<file path="config.mk">
export PLATFORM = sky130hd
export DESIGN_NAME = lmfe_pixel_feeder_flat
export DESIGN_NICKNAME = d
export VERILOG_FILES = /design/src/rtl/lmfe_pkg.sv /design/src/rtl/lmfe_pixel_feeder_if.sv /design/src/rtl/lmfe_feed_fifo.sv /design/src/rtl/lmfe_pixel_feeder.sv /design/src/flat_wrapper.sv
export SDC_FILE = /design/constraint.sdc
export NUM_CORES = 1
export LEC_CHECK = 0
export BUFFER_PORTS_ARGS = -buffer_cell sky130_fd_sc_hd__buf_2
export CAP_MARGIN = 20
export CORE_MARGIN = 5
export CORE_UTILIZATION = 30
export CTS_CLUSTER_DIAMETER = 60
export DETAILED_ROUTE_END_ITERATION = 8
export PLACE_DENSITY = 0.53
export RECOVER_POWER = 50
export SYNTH_ARGS = -nofsm -noshare
export SYNTH_HDL_FRONTEND = slang
export SYNTH_SLANG_ARGS = --single-unit
export TNS_END_PERCENT = 10
</file>
<file path="constraint.sdc">
create_clock -name clk -period 4.56 [get_ports clk]
set_input_delay 0 -clock clk [delete_from_list [all_inputs] [get_ports clk]]
set_output_delay 0 -clock clk [all_outputs]
set_load 0.01 [all_outputs]
</file>
<file path="src/rtl/lmfe_pkg.sv">
// -----------------------------------------------------------------------------
// lmfe_pkg
// Shared constants and types for the LMFE pixel path. The image geometry and
// the feeder FSM state type are used by the feeder, the LMFE core and benches.
//   DATA_W  pixel width
//   IMG_W   pixels per row
//   IMG_H   rows per frame
//   ADDR_W  SRAM address width (2**ADDR_W >= IMG_W*IMG_H)
//   N_PIX   pixels per frame
// -----------------------------------------------------------------------------
package lmfe_pkg;

  localparam int DATA_W = 8;
  localparam int IMG_W  = 128;
  localparam int IMG_H  = 128;
  localparam int ADDR_W = 14;
  localparam int N_PIX  = IMG_W * IMG_H;

  typedef enum logic [1:0] {
    ST_IDLE = 2'd0,
    ST_RUN  = 2'd1,
    ST_DONE = 2'd2
  } state_t;

endpackage

</file>
<file path="src/rtl/lmfe_pixel_feeder_if.sv">
// -----------------------------------------------------------------------------
// lmfe_pixel_feeder_if
// Bundles the two buses of the pixel feeder:
//   pixel bus : in_en, Din (feeder -> LMFE), busy (LMFE -> feeder)
//   SRAM bus  : mem_ren, mem_addr (feeder -> SRAM), mem_rdata (SRAM -> feeder)
// Modports:
//   master : the feeder (drives in_en/Din/mem_ren/mem_addr)
//   slave  : the LMFE core plus SRAM side (drives busy/mem_rdata)
//
// Handshake: a pixel moves at every rising edge where in_en=1. busy is an
// inverted ready; in_en is never asserted while busy=1, so in_en alone marks
// a transfer. Din is only meaningful when in_en=1. mem_rdata is valid in the
// cycle after a cycle with mem_ren=1 (1-cycle read latency).
// -----------------------------------------------------------------------------
interface lmfe_pixel_feeder_if
  import lmfe_pkg::*;
#(
  parameter int DATA_W = lmfe_pkg::DATA_W,
  parameter int ADDR_W = lmfe_pkg::ADDR_W
);

  logic              busy;
  logic              in_en;
  logic [DATA_W-1:0] Din;
  logic              mem_ren;
  logic [ADDR_W-1:0] mem_addr;
  logic [DATA_W-1:0] mem_rdata;

  modport master (
    input  busy,
    output in_en,
    output Din,
    output mem_ren,
    output mem_addr,
    input  mem_rdata
  );

  modport slave (
    output busy,
    input  in_en,
    input  Din,
    input  mem_ren,
    input  mem_addr,
    output mem_rdata
  );

endinterface

</file>
<file path="src/rtl/lmfe_feed_fifo.sv">
// -----------------------------------------------------------------------------
// lmfe_feed_fifo
// Two-entry FIFO sitting between the SRAM read data and the pixel bus.
// Simultaneous push and pop are allowed. The caller guarantees no push when
// full and no pop when empty (the feeder's read credit rule ensures this).
// Ports:
//   clk, reset  clock, synchronous active-high reset (flushes the FIFO)
//   push        write push_data at this edge
//   push_data   data to write
//   pop         drop the head entry at this edge
//   head        oldest entry (valid when occ != 0)
//   occ         number of valid entries, 0..2
// -----------------------------------------------------------------------------
module lmfe_feed_fifo
  import lmfe_pkg::*;
#(
  parameter int DATA_W = lmfe_pkg::DATA_W
) (
  input  logic              clk,
  input  logic              reset,
  input  logic              push,
  input  logic [DATA_W-1:0] push_data,
  input  logic              pop,
  output logic [DATA_W-1:0] head,
  output logic [1:0]        occ
);

  logic [DATA_W-1:0] mem_q [2];
  logic              wr_ptr_q;
  logic              rd_ptr_q;
  logic [1:0]        occ_q;

  always_ff @(posedge clk) begin
    if (reset) begin
      mem_q[0] <= '0;
      mem_q[1] <= '0;
      wr_ptr_q <= 1'b0;
      rd_ptr_q <= 1'b0;
      occ_q    <= 2'd0;
    end else begin
      if (push) begin
        mem_q[wr_ptr_q] <= push_data;
        wr_ptr_q        <= ~wr_ptr_q;
      end
      if (pop) begin
        rd_ptr_q <= ~rd_ptr_q;
      end
      case ({push, pop})
        2'b10:   occ_q <= occ_q + 2'd1;
        2'b01:   occ_q <= occ_q - 2'd1;
        default: occ_q <= occ_q;
      endcase
    end
  end

  assign head = mem_q[rd_ptr_q];
  assign occ  = occ_q;

endmodule

</file>
<file path="src/rtl/lmfe_pixel_feeder.sv">
// -----------------------------------------------------------------------------
// lmfe_pixel_feeder
// Streams a raster-order frame from a 1-cycle-latency SRAM to the LMFE core,
// one pixel per cycle when busy is low, stalling cleanly under busy.
// Ports:
//   clk        clock, rising edge
//   reset      synchronous active-high reset
//   start      frame start request, sampled only in IDLE
//   bus        master side of lmfe_pixel_feeder_if (pixel bus + SRAM bus)
//   active     high while the FSM is in RUN
//   done       one-cycle pulse (the DONE state) after the last transfer
//   state_dbg  current FSM state, for observation only
// -----------------------------------------------------------------------------
module lmfe_pixel_feeder
  import lmfe_pkg::*;
#(
  parameter int DATA_W = lmfe_pkg::DATA_W,
  parameter int IMG_W  = lmfe_pkg::IMG_W,
  parameter int IMG_H  = lmfe_pkg::IMG_H,
  parameter int ADDR_W = lmfe_pkg::ADDR_W
) (
  input  logic                 clk,
  input  logic                 reset,
  input  logic                 start,
  lmfe_pixel_feeder_if.master  bus,
  output logic                 active,
  output logic                 done,
  output state_t               state_dbg
);

  // One extra bit so the counters can hold the full pixel count itself
  // (e.g. 16384 does not fit in 14 bits).
  localparam int               CNT_W     = ADDR_W + 1;
  localparam logic [CNT_W-1:0] FRAME_PIX = CNT_W'(IMG_W * IMG_H);
  localparam logic [CNT_W-1:0] LAST_XFER = CNT_W'(IMG_W * IMG_H - 1);

  state_t             state_q;
  logic               active_q;
  logic               done_q;
  logic               inflight_q;
  logic [CNT_W-1:0]   rd_cnt_q;
  logic [CNT_W-1:0]   xfer_cnt_q;
  logic [DATA_W-1:0]  last_q;

  logic [DATA_W-1:0]  head;
  logic [1:0]         occ;
  logic               fifo_nonempty;
  logic               pop;
  logic               ren;
  logic [2:0]         credit;

  assign fifo_nonempty = (occ != 2'd0);

  // A transfer is a pop; it depends combinationally on busy so that a busy
  // release is answered in the same cycle.
  assign pop = fifo_nonempty & ~bus.busy;

  // Entries that will be held after this edge if no new read is issued:
  // what is buffered, plus the read returning now, minus what leaves now.
  // Issuing only while this is below 2 keeps the 2-entry FIFO from overflowing.
  assign credit = {1'b0, occ} + {2'b00, inflight_q} - {2'b00, pop};

  assign ren = (state_q == ST_RUN) && (rd_cnt_q < FRAME_PIX) && (credit < 3'd2);

  lmfe_feed_fifo #(
    .DATA_W (DATA_W)
  ) u_fifo (
    .clk       (clk),
    .reset     (reset),
    .push      (inflight_q),
    .push_data (bus.mem_rdata),
    .pop       (pop),
    .head      (head),
    .occ       (occ)
  );

  always_ff @(posedge clk) begin
    if (reset) begin
      state_q    <= ST_IDLE;
      active_q   <= 1'b0;
      done_q     <= 1'b0;
      inflight_q <= 1'b0;
      rd_cnt_q   <= '0;
      xfer_cnt_q <= '0;
      last_q     <= '0;
    end else begin
      inflight_q <= ren;
      done_q     <= 1'b0;
      if (pop) begin
        last_q     <= head;
        xfer_cnt_q <= xfer_cnt_q + 1'b1;
      end
      if (ren) begin
        rd_cnt_q <= rd_cnt_q + 1'b1;
      end
      case (state_q)
        ST_IDLE: begin
          if (start) begin
            state_q    <= ST_RUN;
            active_q   <= 1'b1;
            rd_cnt_q   <= '0;
            xfer_cnt_q <= '0;
          end
        end
        ST_RUN: begin
          if (pop && (xfer_cnt_q == LAST_XFER)) begin
            state_q  <= ST_DONE;
            active_q <= 1'b0;
            done_q   <= 1'b1;
          end
        end
        ST_DONE: begin
          state_q <= ST_IDLE;
        end
        default: begin
          state_q  <= ST_IDLE;
          active_q <= 1'b0;
        end
      endcase
    end
  end

  assign bus.in_en    = pop;
  // Between transfers Din keeps showing the last pixel that moved.
  assign bus.Din      = fifo_nonempty ? head : last_q;
  assign bus.mem_ren  = ren;
  assign bus.mem_addr = rd_cnt_q[ADDR_W-1:0];

  assign active    = active_q;
  assign done      = done_q;
  assign state_dbg = state_q;

endmodule

</file>
<file path="src/flat_wrapper.sv">
// flat-port wrapper written by rule: the top's interface ports become plain ports
module lmfe_pixel_feeder_flat import lmfe_pkg::*;
#(
  parameter int DATA_W = lmfe_pkg::DATA_W,
  parameter int IMG_W  = lmfe_pkg::IMG_W,
  parameter int IMG_H  = lmfe_pkg::IMG_H,
  parameter int ADDR_W = lmfe_pkg::ADDR_W
)
  (clk, reset, start, active, done, state_dbg, bus_busy, bus_in_en, bus_Din, bus_mem_ren, bus_mem_addr, bus_mem_rdata);
  lmfe_pixel_feeder_if #(.DATA_W(DATA_W), .ADDR_W(ADDR_W)) bus_i ();
  input  logic clk;
  input  logic reset;
  input  logic start;
  output logic active;
  output logic done;
  output state_t state_dbg;
  input wire logic [$bits(bus_i.busy)-1:0] bus_busy;
  output wire logic [$bits(bus_i.in_en)-1:0] bus_in_en;
  output wire logic [$bits(bus_i.Din)-1:0] bus_Din;
  output wire logic [$bits(bus_i.mem_ren)-1:0] bus_mem_ren;
  output wire logic [$bits(bus_i.mem_addr)-1:0] bus_mem_addr;
  input wire logic [$bits(bus_i.mem_rdata)-1:0] bus_mem_rdata;
  assign bus_i.busy = bus_busy;
  assign bus_in_en = bus_i.in_en;
  assign bus_Din = bus_i.Din;
  assign bus_mem_ren = bus_i.mem_ren;
  assign bus_mem_addr = bus_i.mem_addr;
  assign bus_i.mem_rdata = bus_mem_rdata;
  lmfe_pixel_feeder #(.DATA_W(DATA_W), .IMG_W(IMG_W), .IMG_H(IMG_H), .ADDR_W(ADDR_W)) u_core (.clk(clk), .reset(reset), .start(start), .bus(bus_i), .active(active), .done(done), .state_dbg(state_dbg));
endmodule
</file>
==> flow_summary.ini <==
[timing]
finalHoldViolCount = 0
finClkSkew_ns = 0.0106
post-route-min-period_ns = 2.82
fmax_mhz = 355
fin_tns_setup_ns = 0
setup_viol = 0
finalCritPeriodShare_pct = 61.8
timing.hold.ws_ns = 0.0790
rsz0062_at_grt = false
worst_slew_pin_slew_ns = 0.933
slew_headroom_pct = 37.7
slew_violations = 0

[pwr]
power_leakage_nw = 1.17
design_power_total_mw = 1.41
powerDensity_mw_per_mm2 = 413
ir_worst_vdd_mv = 0.230

[synth]
synth_top_flop_cell = dfxtp_1
syn_inst = 308
ys_types = 43
ys_ff_latch = 64
syn_avg_cell_area_um2 = 9.55
synth_area_mm2 = 0.00294
yosys_warnings = 0
synth_fp_nets = 323
synth-edff-count = 16
seq_area_frac_synth_pct = 49.0
async_flop_share_pct = 0

[setup_path]
worstSetupStartpointType = flop
critPathCaptureType = flop
critPathMaxFanout = 8
arrival_ns = 3.09
cp.required_ns = 4.83
critPathTopFamily = simple AND/OR/NAND/NOR gates
path_cells = o21bai_1 > nor2_1 > fa_1 > and4bb_2 > nand4_4 > or4_1 > a21oi_1
slowest_delay_ns = 0.53
r2r_slack_ns = 1.74
path_class = reg2reg
crit_path_top_delay_cell = fa_1
cp.buffers_inverters = 0

[detailed_routing]
drt_iter0_markers = 83
dr.pass1.iters = 4
vias = 2188
antenna_left = 0
drc_errors = 0
wirelength_um = 6060
via_per_inst = 4.55
post_drt_wl_per_cell_um = 12.6

[global_routing]
antenna_found_initial = 0
grt_pass1_wl_um = 10200
met1_usage_pct = 14.3
grt_usage_pct = 11.0
grt_max_degree = 30
grt_pass1_vias = 2128
grt_use_met2_pct = 16.8
top_usage_layer = met2
grtUsageMet3_pct = 4.38
grt_overflow = 0

[floorplanning]
chipWidth_um = 109
initial_core_util_pct = 30.4
die-area_mm2 = 0.0119
core_area_mm2 = 0.00968
pin_count = 40
dieHeight_um = 109
rows = 36

[clock_tree]
cts_tree = done
clk_pin_slew_worst_paths_ns = 0.07
clk_path_buf_depth = 2
cts_sinks = 64
numCtsBuffers = 9
cts_root_buffer = clkbuf_8
clk_latency_ns = 0.34
cts_resized = 0
htree_levels = 3

[final_layout]
final_nets = 358
layout-drive-gt1-share_pct = 11.2
syn_to_final_growth_pct = 16.3
antenna_cells = 0

[placement]
place.gp.congestion = 0.759
dp_hpwl_um = 4090
port_buffers = 39

[outcome]
status = completed

[job]
cap_violations = 0

[hold_path]
hp-class = in2reg
-- cell type report --
cell class | instances | area (um^2)
fill | 1019 | 6260
clock inverter | 6 | 83.8
timing repair buffer | 50 | 274
sequential | 64 | 1440
tap | 133 | 166
clock buffer | 10 | 128
multi-input combinational | 212 | 1310
inverter | 6 | 22.5
-- flip-flops by register name (all words and copies together) (netlist names), 2 cells and up, named ones only --
register,flops
u_core.u_fifo.occ,2
u_core.state_dbg,2
u_core.u_fifo.mem_q,16
u_core.last_q,8
u_core.rd_cnt_q,15
u_core.xfer_cnt_q,15
-- Yosys cell counts, types with 2 or more instances --
cell type  number  share of area, %
mux2i_1         8               2.7
and4_1          3              0.89
o21ai_1        11               1.9
nand2_1        16               2.0
clkbuf_1        9               1.1
xnor2_1         8               2.4
ha_1            2              0.85
a21oi_1        22               3.7
nor4_1          3              0.64
or3_1          10               2.1
nor2_1         40               5.1
edfxtp_1       16                16
and3_1          3              0.64
or2_1           2              0.43
a211oi_1        8               2.0
nand4_1         9               1.9
nor3_1          4              0.68
dfxtp_1        48                33
or4_1           4               1.0
inv_1           5              0.64
xor2_1          9               2.7
and2_1         18               3.8
nand3_1        10               1.7
o211ai_1        2              0.51
o21ai_0         2              0.34
nor3b_1         5               1.3
buf_4          15               3.8
-- placed cells by master, fill, tap and decap left out, drive strengths merged, types with 3 or more instances in the layout --
cell type / Yosys / layout
dfxtp: 48 / 48
clkbuf: 9 / 29
or4: 4 / 4
nor3b: 5 / 5
nand3: 10 / 10
and2: 18 / 18
xnor2: 9 / 9
nand2: 16 / 16
or3: 11 / 11
nor2: 40 / 40
and4: 3 / 3
xor2: 9 / 9
nor4: 3 / 3
a211oi: 8 / 8
a21oi: 22 / 22
edfxtp: 16 / 16
and3: 3 / 3
mux2i: 8 / 8
nand4: 10 / 10
inv: 6 / 6
buf: 17 / 22
dlygate4sd3: 0 / 9
or2: 3 / 3
nor3: 4 / 4
o21ai: 13 / 13
-- path summary, 6_finish.rpt --
kind,startpoint,to,cells after the start
worst max-delay path,u_core.u_fifo.occ[1],u_core.rd_cnt_q[10],7
worst max register to register,u_core.u_fifo.occ[1],u_core.rd_cnt_q[10],7
worst min register to register,u_core.rd_cnt_q[14],u_core.rd_cnt_q[14],1
worst min-delay path,reset,u_core.u_fifo.rd_ptr_q,2
-- cells by family (layout without fill, tap and decap cells) --
| kind of cell | Yosys count | count (layout) | share of synthesized area, % |
|---|---|---|---|
| simple gates | 133 | 133 | 24.5 |
| compound gates | 50 | 50 | 10.2 |
| flops | 64 | 64 | 49.0 |
| mux | 8 | 8 | 2.72 |
| xor+xnor | 18 | 18 | 6.00 |
| buf+inv | 32 | 72 | 6.04 |
| fa+ha+maj | 3 | 3 | 1.53 |
-- stage by stage --
stage | utilization (%) | setup slack, ns | std cells | cell area, um^2
after global placement | 32.7 | 2.10 | 456 | 3160
after detailed placement | 32.7 | 2.02 | 456 | 3160
after CTS | 35.8 | 1.97 | 481 | 3460
after floorplan | - | 2.13 | 308 | 2940
final | 35.3 | 1.74 | 481 | 3420
after global routing | 35.3 | 1.52 | 481 | 3420
-- power by group --
part / internal [mW] / switching [mW]
Combinational: 0.0977 / 0.143
Sequential: 0.617 / 0.0284
Clock: 0.305 / 0.222
Total: 1.02 / 0.393
-- layer usage --
| layer | vias up | wire length, um |
|---|---|---|
| met3 | 6 | 342 |
| met2 | 42 | 2620 |
| met4 | 0 | 59 |
| met5 | - | 0 |
| li1 | 1135 | - |
| met1 | 1005 | 3040 |
-- what timing repair did --
action,in CTS,in global routing
endpoints found under the hold margin,17,0
endpoints found under the setup margin,0,0
setup buffers,0,0
hold buffers,9,0
(Power assumes the default switching activity.)
